<file path="src/rtl/i2c_target_responder.sv">
// I2C target: synchronises and filters SCL/SDA, decodes START/STOP, matches
// the device address and turns written bytes into register-write strobes and
// read transfers into register-read requests. Register pointer auto-increments.
module i2c_target_responder #(
  parameter logic [6:0]  SLAVE_ADDR = 7'b1010000,
  parameter int unsigned FILTER_LEN = 3
) (
  input  logic       i_clk,
  input  logic       i_rstn,
  input  logic       i_scl,
  input  logic       i_sda,
  output logic       o_sda_oe,
  output logic       o_wr_valid,
  output logic [7:0] o_wr_addr,
  output logic [7:0] o_wr_data,
  output logic       o_rd_req,
  output logic [7:0] o_rd_addr,
  input  logic [7:0] i_rd_data,
  output logic       o_busy
);

  localparam logic [3:0] S_IDLE      = 4'd0;
  localparam logic [3:0] S_ADDR      = 4'd1;
  localparam logic [3:0] S_ADDR_ACK  = 4'd2;
  localparam logic [3:0] S_REG       = 4'd3;
  localparam logic [3:0] S_REG_ACK   = 4'd4;
  localparam logic [3:0] S_WDATA     = 4'd5;
  localparam logic [3:0] S_WDATA_ACK = 4'd6;
  localparam logic [3:0] S_RDATA     = 4'd7;
  localparam logic [3:0] S_RDATA_ACK = 4'd8;
  localparam logic [3:0] S_WAIT_STOP = 4'd9;

  localparam logic [3:0] FLT_LAST = 4'(FILTER_LEN - 1);

  // Bit 1 carries SCL, bit 0 carries SDA through the whole input path.
  logic [1:0] pin_s1, pin_s2;
  logic [1:0] pin_f, pin_d;
  logic [3:0] flt_cnt [2];

  logic [3:0] state;
  logic [2:0] bit_cnt;
  logic [6:0] shift;
  logic [6:0] tx;
  logic [7:0] ptr;
  logic       rw;
  logic       rd_pend;
  logic       ack_seen;

  logic       scl_rise, scl_fall, start_cond, stop_cond;
  logic [7:0] shift_next;

  // Two-flop synchroniser for both pins.
  // NOTE: synchroniser and filter reset to 1 (idle bus) so leaving reset never looks like an edge.
  always_ff @(posedge i_clk or negedge i_rstn) begin
    if (!i_rstn) begin
      pin_s1 <= 2'b11;
      pin_s2 <= 2'b11;
    end else begin
      pin_s1 <= {i_scl, i_sda};
      pin_s2 <= pin_s1;
    end
  end

  // Glitch filter: accept a new level only after FILTER_LEN equal samples; keep previous level for edges.
  always_ff @(posedge i_clk or negedge i_rstn) begin
    if (!i_rstn) begin
      pin_f <= 2'b11;
      pin_d <= 2'b11;
      for (int i = 0; i < 2; i++) flt_cnt[i] <= '0;
    end else begin
      pin_d <= pin_f;
      for (int i = 0; i < 2; i++) begin
        if (pin_s2[i] == pin_f[i]) begin
          flt_cnt[i] <= '0;
        end else if (flt_cnt[i] == FLT_LAST) begin
          pin_f[i]   <= pin_s2[i];
          flt_cnt[i] <= '0;
        end else begin
          flt_cnt[i] <= flt_cnt[i] + 4'd1;
        end
      end
    end
  end

  assign scl_rise   = pin_f[1] & ~pin_d[1];
  assign scl_fall   = ~pin_f[1] & pin_d[1];
  assign start_cond = pin_f[1] & pin_d[1] & pin_d[0] & ~pin_f[0];
  assign stop_cond  = pin_f[1] & pin_d[1] & ~pin_d[0] & pin_f[0];
  assign shift_next = {shift, pin_f[0]};

  // Protocol FSM: bit shifting, ACK driving, pointer and register-port strobes.
  always_ff @(posedge i_clk or negedge i_rstn) begin
    if (!i_rstn) begin
      state      <= S_IDLE;
      bit_cnt    <= '0;
      shift      <= '0;
      tx         <= '0;
      ptr        <= '0;
      rw         <= 1'b0;
      rd_pend    <= 1'b0;
      ack_seen   <= 1'b0;
      o_sda_oe   <= 1'b0;
      o_wr_valid <= 1'b0;
      o_wr_addr  <= '0;
      o_wr_data  <= '0;
      o_rd_req   <= 1'b0;
      o_rd_addr  <= '0;
      o_busy     <= 1'b0;
    end else begin
      // NOTE: strobes default low every cycle so a single set yields exactly a one-clock pulse.
      o_wr_valid <= 1'b0;
      o_rd_req   <= 1'b0;
      rd_pend    <= 1'b0;
      if (start_cond) begin
        state    <= S_ADDR;
        bit_cnt  <= '0;
        o_sda_oe <= 1'b0;
        ack_seen <= 1'b0;
      end else if (stop_cond) begin
        state    <= S_IDLE;
        bit_cnt  <= '0;
        o_sda_oe <= 1'b0;
        o_busy   <= 1'b0;
      end else begin
        case (state)
          S_ADDR: if (scl_rise) begin
            shift   <= shift_next[6:0];
            bit_cnt <= bit_cnt + 3'd1;
            if (bit_cnt == 3'd7) begin
              if (shift_next[7:1] == SLAVE_ADDR) begin
                state <= S_ADDR_ACK;
                rw    <= shift_next[0];
              end else begin
                state  <= S_WAIT_STOP;
                o_busy <= 1'b0;
              end
            end
          end
          S_ADDR_ACK: if (scl_fall) begin
            if (!o_sda_oe) begin
              o_sda_oe <= 1'b1;
              o_busy   <= 1'b1;
            end else begin
              o_sda_oe <= 1'b0;
              if (rw) begin
                state     <= S_RDATA;
                o_rd_req  <= 1'b1;
                o_rd_addr <= ptr;
                rd_pend   <= 1'b1;
              end else begin
                state <= S_REG;
              end
            end
          end
          S_REG: if (scl_rise) begin
            shift   <= shift_next[6:0];
            bit_cnt <= bit_cnt + 3'd1;
            if (bit_cnt == 3'd7) begin
              ptr   <= shift_next;
              state <= S_REG_ACK;
            end
          end
          S_REG_ACK, S_WDATA_ACK: if (scl_fall) begin
            if (!o_sda_oe) begin
              o_sda_oe <= 1'b1;
            end else begin
              o_sda_oe <= 1'b0;
              state    <= S_WDATA;
            end
          end
          S_WDATA: if (scl_rise) begin
            shift   <= shift_next[6:0];
            bit_cnt <= bit_cnt + 3'd1;
            if (bit_cnt == 3'd7) begin
              o_wr_valid <= 1'b1;
              o_wr_addr  <= ptr;
              o_wr_data  <= shift_next;
              ptr        <= ptr + 8'd1;
              state      <= S_WDATA_ACK;
            end
          end
          S_RDATA: begin
            if (rd_pend) begin
              tx       <= i_rd_data[6:0];
              o_sda_oe <= ~i_rd_data[7];
            end else if (scl_fall) begin
              bit_cnt <= bit_cnt + 3'd1;
              if (bit_cnt == 3'd7) begin
                o_sda_oe <= 1'b0;
                ptr      <= ptr + 8'd1;
                ack_seen <= 1'b0;
                state    <= S_RDATA_ACK;
              end else begin
                o_sda_oe <= ~tx[6];
                tx       <= {tx[5:0], 1'b0};
              end
            end
          end
          S_RDATA_ACK: begin
            if (scl_rise) begin
              if (pin_f[0]) state <= S_WAIT_STOP;
              else          ack_seen <= 1'b1;
            end else if (scl_fall && ack_seen) begin
              ack_seen  <= 1'b0;
              state     <= S_RDATA;
              o_rd_req  <= 1'b1;
              o_rd_addr <= ptr;
              rd_pend   <= 1'b1;
            end
          end
          default: o_sda_oe <= 1'b0;
        endcase
      end
    end
  end

endmodule
</file>
<file path="config.mk">
export PLATFORM = sky130hd
export DESIGN_NAME = i2c_target_responder
export DESIGN_NICKNAME = d
export VERILOG_FILES = /design/src/rtl/i2c_target_responder.sv
export SDC_FILE = /design/constraint.sdc
export NUM_CORES = 1
export LEC_CHECK = 0
export BUFFER_PORTS_ARGS = -buffer_cell sky130_fd_sc_hd__buf_4
export CORE_ASPECT_RATIO = 0.7
export CORE_MARGIN = 2
export CORE_UTILIZATION = 53
export CTS_CLUSTER_SIZE = 14
export DETAILED_ROUTE_END_ITERATION = 6
export PLACE_DENSITY_LB_ADDON = 0.15
export SLEW_MARGIN = 20
export SYNTH_ARGS = -nofsm -noshare
export SYNTH_HDL_FRONTEND = slang
export SYNTH_SLANG_ARGS = --single-unit
</file>
<file path="constraint.sdc">
create_clock -name i_clk -period 2.1 [get_ports i_clk]
set_clock_uncertainty 0.2 [all_clocks]
set_input_delay 0.42 -clock i_clk [delete_from_list [all_inputs] [get_ports i_clk]]
set_output_delay 0.42 -clock i_clk [all_outputs]
set_load 0.03 [all_outputs]
</file>
# Word-level counts from Yosys, hierarchy flattened
# Index checks and enable logic that the tools add are counted.
word_totals:
  register_bits: 75
  word_cells: 206
classes:
  addsub: 4
  eq_ne: 55
  n_mux: 84
  bitwise: 17
  n_reduce_logical: 25
op_table:
  columns: ["cell", "n"]
  rows:
  - ["4-bit two-way mux", 23]
  - ["8-bit two-way mux", 11]
  - ["4-bit inequality test, second input constant", 15]
  - ["1-bit two-way mux", 33]
  - ["4-bit one-hot mux with 7 select lines", 1]
  - ["2-bit inequality test, second input constant", 12]
  - ["3-bit inequality test, second input constant", 8]
  - ["8-bit one-hot mux with 3 select lines", 1]
  - ["7-bit two-way mux", 3]
  - ["3-bit two-way mux", 6]
  - ["4-bit by 2-bit equality test with 1-bit output, second input constant", 4]
  - ["4-bit by 3-bit equality test with 1-bit output, second input constant", 4]
  - ["8-bit one-hot mux with 2 select lines", 1]
  - ["16-bit AND reduction", 1]
  - ["8-bit AND reduction", 2]
  - ["5-bit inequality test, second input constant", 3]
  - ["7-bit AND reduction", 2]
  - ["1-bit inverter", 10]
  - ["5-bit AND reduction", 2]
  - ["3-bit nonzero test", 3]
  - ["9-bit nonzero test", 1]
  - ["4-bit by 1-bit adder with 4-bit output, second input constant", 2]
  - ["8-bit by 1-bit adder with 8-bit output, second input constant", 1]
  - ["4-bit by 1-bit inequality test with 1-bit output, second input constant", 2]
  - ["21 further kinds", 34]

# Logic depth before layout (Yosys ltp)
logic_depth:
  word_depth: 8
  mapped_depth: 8
  mapped_depth_nobuf: 7

# Least setup slack after synthesis
# OpenSTA, ideal clock, no wires.
synth_timing:
  kind: "register -> register"
  from: "register pin_f[1]"
  to: "register state[0]"
  setup_time_ns: 0.128
  arrival_ns: 1.770
  path_slack_ns: 0.003
  stages_incl_launch_ff: 8
  cell_sequence: "dfstp_2 > buf_4 > nand2_2 > and2b_1 > buf_6 > nor2_2 > nor4_4 > mux2_1"
synth_between:
  elab_chain_len: 5
  elab_cells_between_ends: 30
  classes_between: "eq/ne: 15; mux: 4; bitwise: 8; reduce/logical: 3"
synth_lines:
  columns: ["item", "line", "source"]
  rows:
  - ["start, declared", "37", "logic [1:0] pin_f, pin_d;"]
  - ["start signal, assigned by index", "76", "pin_f[i] <= pin_s2[i];"]
  - ["1-bit bitwise AND, or another cell as far along", "87, 88", null]
  - ["1-bit bitwise AND, or another cell as far along (2 in series)", "87", "assign start_cond = pin_f[1] & pin_d[1] & pin_d[0] & ~pin_f[0];"]
  - ["5-bit inequality test (no source line), or another cell as far along", null, null]
  - ["16-bit AND reduction (no source line) / 4-bit two-way mux (equally long branches)", null, null]
  - ["end signal, assigned", "94", "state <= S_IDLE;"]
  - ["end signal, assigned", "115", "state <= S_ADDR;"]
  - ["end signal, assigned", "120", "state <= S_IDLE;"]
  - ["end, declared", "40", "logic [3:0] state;"]
# Parallel ways exist; a longest one is shown, timed or not.
# A chain may end at the register's enable or synchronous reset.

# Worst setup path in the final report
layout_timing:
  from: "register state[1]"
  to: "register state[2]"
layout_between:
  elab_chain_len: 5
  elab_cells_between_ends: 29
  classes_between: "eq/ne: 23; mux: 3; reduce/logical: 3"
layout_lines:
  columns: ["item", "line", "source"]
  rows:
  - ["4-bit by 3-bit equality test with 1-bit output", "125", "case (state)"]
  - ["2-bit OR reduction", "125", null]
  - ["4-bit one-hot mux with 7 select lines", "125", null]
  - ["4-bit two-way mux", "119", "end else if (stop_cond) begin"]
  - ["4-bit two-way mux", "114", "if (start_cond) begin"]
# Parallel ways exist; a longest one is shown, timed or not.

==> metrics <==
Post-synth ARST share 1.00; Yosys cell types 58; area growth from synthesis to layout 30.8%; number of max-cap violations 0; Diodes inserted 0; DRT antenna net count 0; core area 0.00676 mm²; Finished Layout Cells 522; cts bufs inserted 9; Buf/Inv on CP 1; Cell Pwr Density 1010 mW/mm²; Std-Cell Rows 25; number of top-level pins 40; CP startpoint kind register; post-synthesis xor/xnor area fraction 0.0212; maximum clock path buffer count 2; synthesized-area fraction occupied by adder cells 0.0236; Cells after DPL 491; CP Max Fanout 13; cell count after synthesis 327; total power after layout 4.92 mW; Min-Delay Path Class in -> reg; worst endpoint required time 2130 ps; Die Y 74.1 µm; crit end category register; register area share after synthesis 0.508; max-slew violations 0; Primary FF master, synth dfrtp_1; post-synthesis compound-gate area fraction 0.110; gr usage total 0.231; maximum VDD drop 661 µV; Seq cells post-synth 75; layout cells sized above 1 0.446; Die X 104 µm; Post-synth EDFFs 0; pin slew with the least headroom to its limit 388 ps; CTS tree built; Clock Latency Late Sink 350 ps; CP max stage delay 520 ps; Synth Area in Simple Gates 0.157; Final Hold Fails 0; drt wl/cell 15.9 µm; multiplexer area fraction after synthesis 0.142; root buffer selected by CTS clkbuf_8; Min Clock Period, post-route 2120 ps; worst-path cell chain nor2_4 -> nand3b_2 -> a2111oi_4 -> nor4_4 -> buf_4 -> mux2_4; slowest CP cell dfrtp_2; clk slew on worst S/H paths 80 ps; Residual DRC 0; Peak Freq 0.472 GHz; initial DRC count 154; CP arrival 2150 ps; DR vias/cell 5.46; Initial Util 0.550; final wirelength 8290 µm; drt first pass iters 4; Final #Nets 442; largest family of logic cells by synthesized area simple AND/OR/NAND/NOR gates; mapped cell area 0.00372 mm²; Fin Setup TNS -49.1 ps; max_slew headroom 0.738; Avg Cell Area, Syn 11.4 µm²; Final Cycle Share 1.01; H-tree levels 3; initial antenna violation count 0; failing checks negative setup slack; status complete, but fails checks; family with the most delay on the worst path flip-flops; Final Util 0.720; DP HPWL 5730 µm; GPL Wtd Cong 0.868; global route total overflow 0; Port Buffer Count 39; syn nets 346; CTS sink count 75; die area 0.00771 mm²; largest net degree at the start of global routing 34; fill cell count 491; vias in the first global route 2732; final setup violation count 3; unrepaired setup endpoints after global routing yes; first-pass GRT wire length 13800 µm; DR vias 2852; synth warn 0; Crit Path Category reg -> reg; Leak 2.35 nW; setup ws final -19.0 ps
## power breakdown
group	leakage, nW	internal [mW]	switching (mW)
combinational	1.28	0.917	0.846
sequential	0.963	1.66	0.259
clock	0.108	0.701	0.541
total	2.35	3.28	1.65
## cell usage after synthesis (4+ instances only)
cell type | instances | area, µm²
mux2_1 | 5 | 56.3
inv_1 | 10 | 37.5
nand2_1 | 23 | 86.3
buf_6 | 5 | 56.3
nand3_1 | 6 | 30.0
dfstp_2 | 8 | 210
a31oi_1 | 4 | 25.0
nor2_1 | 30 | 113
nor3_1 | 6 | 30.0
dfrtp_1 | 67 | 1680
buf_2 | 7 | 35.0
ha_1 | 7 | 87.6
a21oi_1 | 15 | 75.1
o21ai_0 | 22 | 110
mux2_2 | 32 | 360
mux2i_1 | 11 | 110
xor2_1 | 7 | 61.3
## flip-flops by register name (all words and copies together) (netlist names), 2 cells and up
| signal | flops |
|---|---|
| bit_cnt | 3 |
| flt_cnt | 8 |
| o_rd_addr | 8 |
| o_wr_addr | 8 |
| o_wr_data | 8 |
| pin_d | 2 |
| pin_f | 2 |
| pin_s1 | 2 |
| pin_s2 | 2 |
| ptr | 8 |
| shift | 7 |
| state | 4 |
| tx | 7 |
## layout make-up
cell class              instances  area (µm²)  area share
inverters                      10        37.5     0.00772
clock inverters                 6        88.8      0.0183
well taps                      94         118      0.0242
flip-flops and latches         75        1890       0.389
repair buffers                100         816       0.168
multi-input cells             227        1780       0.365
clock buffers                  10         138      0.0283
## cells by family after synthesis
family,count (synthesis)
AND/OR/NAND/NOR,100
flip-flops,75
AO/OA/AOI/OAI,63
multiplexers,48
buffers and inverters,25
XOR/XNOR,9
adder cells (fa/ha/maj),7
## tightest hold or removal path, delay by kind of cell
| kind | cells | cell delay, ps |
|---|---|---|
| buffers and inverters | 1 | 110 |
| AND/OR/NAND/NOR | 1 | 60 |
| AO/OA/AOI/OAI | 1 | 60 |
## worst paths after layout
| kind | start | to | slack, ps | cells past startpoint |
|---|---|---|---|---|
| max | state[1] | state[2] | -20 | 6 |
| min | i_rd_data[0] | tx[0] | 130 | 3 |
| max reg2reg | state[1] | state[2] | -20 | 6 |
| min reg2reg | pin_s1[0] | pin_s2[0] | 160 | 0 |
| max in group asynchronous | i_rstn | pin_s2[0] | 770 | 3 |
| min in group asynchronous | i_rstn | flt_cnt[1] | 320 | 2 |
## what timing repair did
action                                 4_1_cts  5_1_grt
endpoints found under the hold margin       21        0
resized for setup                           13       14
setup endpoints to repair                   14       36
hold buffers                                 3        0
gates cloned                                 0        0
setup buffers                                9        5
pin swaps                                    4        1
## layer usage
metal / vias to the layer above / routed length [µm] / global-route usage
met5: - / 0 / 0
met4: 0 / 104 / 0.0781
met3: 13 / 412 / 0.0535
met2: 75 / 3600 / 0.342
met1: 1402 / 4180 / 0.338
li1: 1362 / - / -
## layout by cell type, fill, tap and decap left out, types with 3 or more instances in the layout
| cell type | Yosys | layout |
|---|---|---|
| a21oi_1 | 15 | 14 |
| buf_12 | 0 | 4 |
| buf_4 | 2 | 91 |
| clkbuf_8 | 0 | 10 |
| dfrtp_1 | 67 | 65 |
| dfstp_2 | 8 | 8 |
| dlygate4sd3_1 | 0 | 3 |
| ha_1 | 7 | 7 |
| inv_1 | 10 | 9 |
| mux2_2 | 32 | 32 |
| mux2_4 | 0 | 3 |
| mux2i_1 | 11 | 11 |
| nand2_1 | 23 | 23 |
| nand3_1 | 6 | 6 |
| nor2_1 | 30 | 29 |
| nor2_2 | 3 | 3 |
| nor3_1 | 6 | 4 |
| nor4_2 | 2 | 4 |
| o21ai_0 | 22 | 21 |
| o22a_1 | 3 | 3 |
| xor2_1 | 7 | 6 |
## metrics by stage
step                      hold WS [ps]  worst slack [ps]  instance area (µm²)
after floorplan                  -75.6              2.78                 3720
after global placement             146             -41.1                 4390
after detailed placement           148             -48.7                 4390
after CTS                          148             -5.75                 4770
after global routing               141              -103                 4860
final                              133             -19.0                 4860
Power figures use the tool's default switching activity.
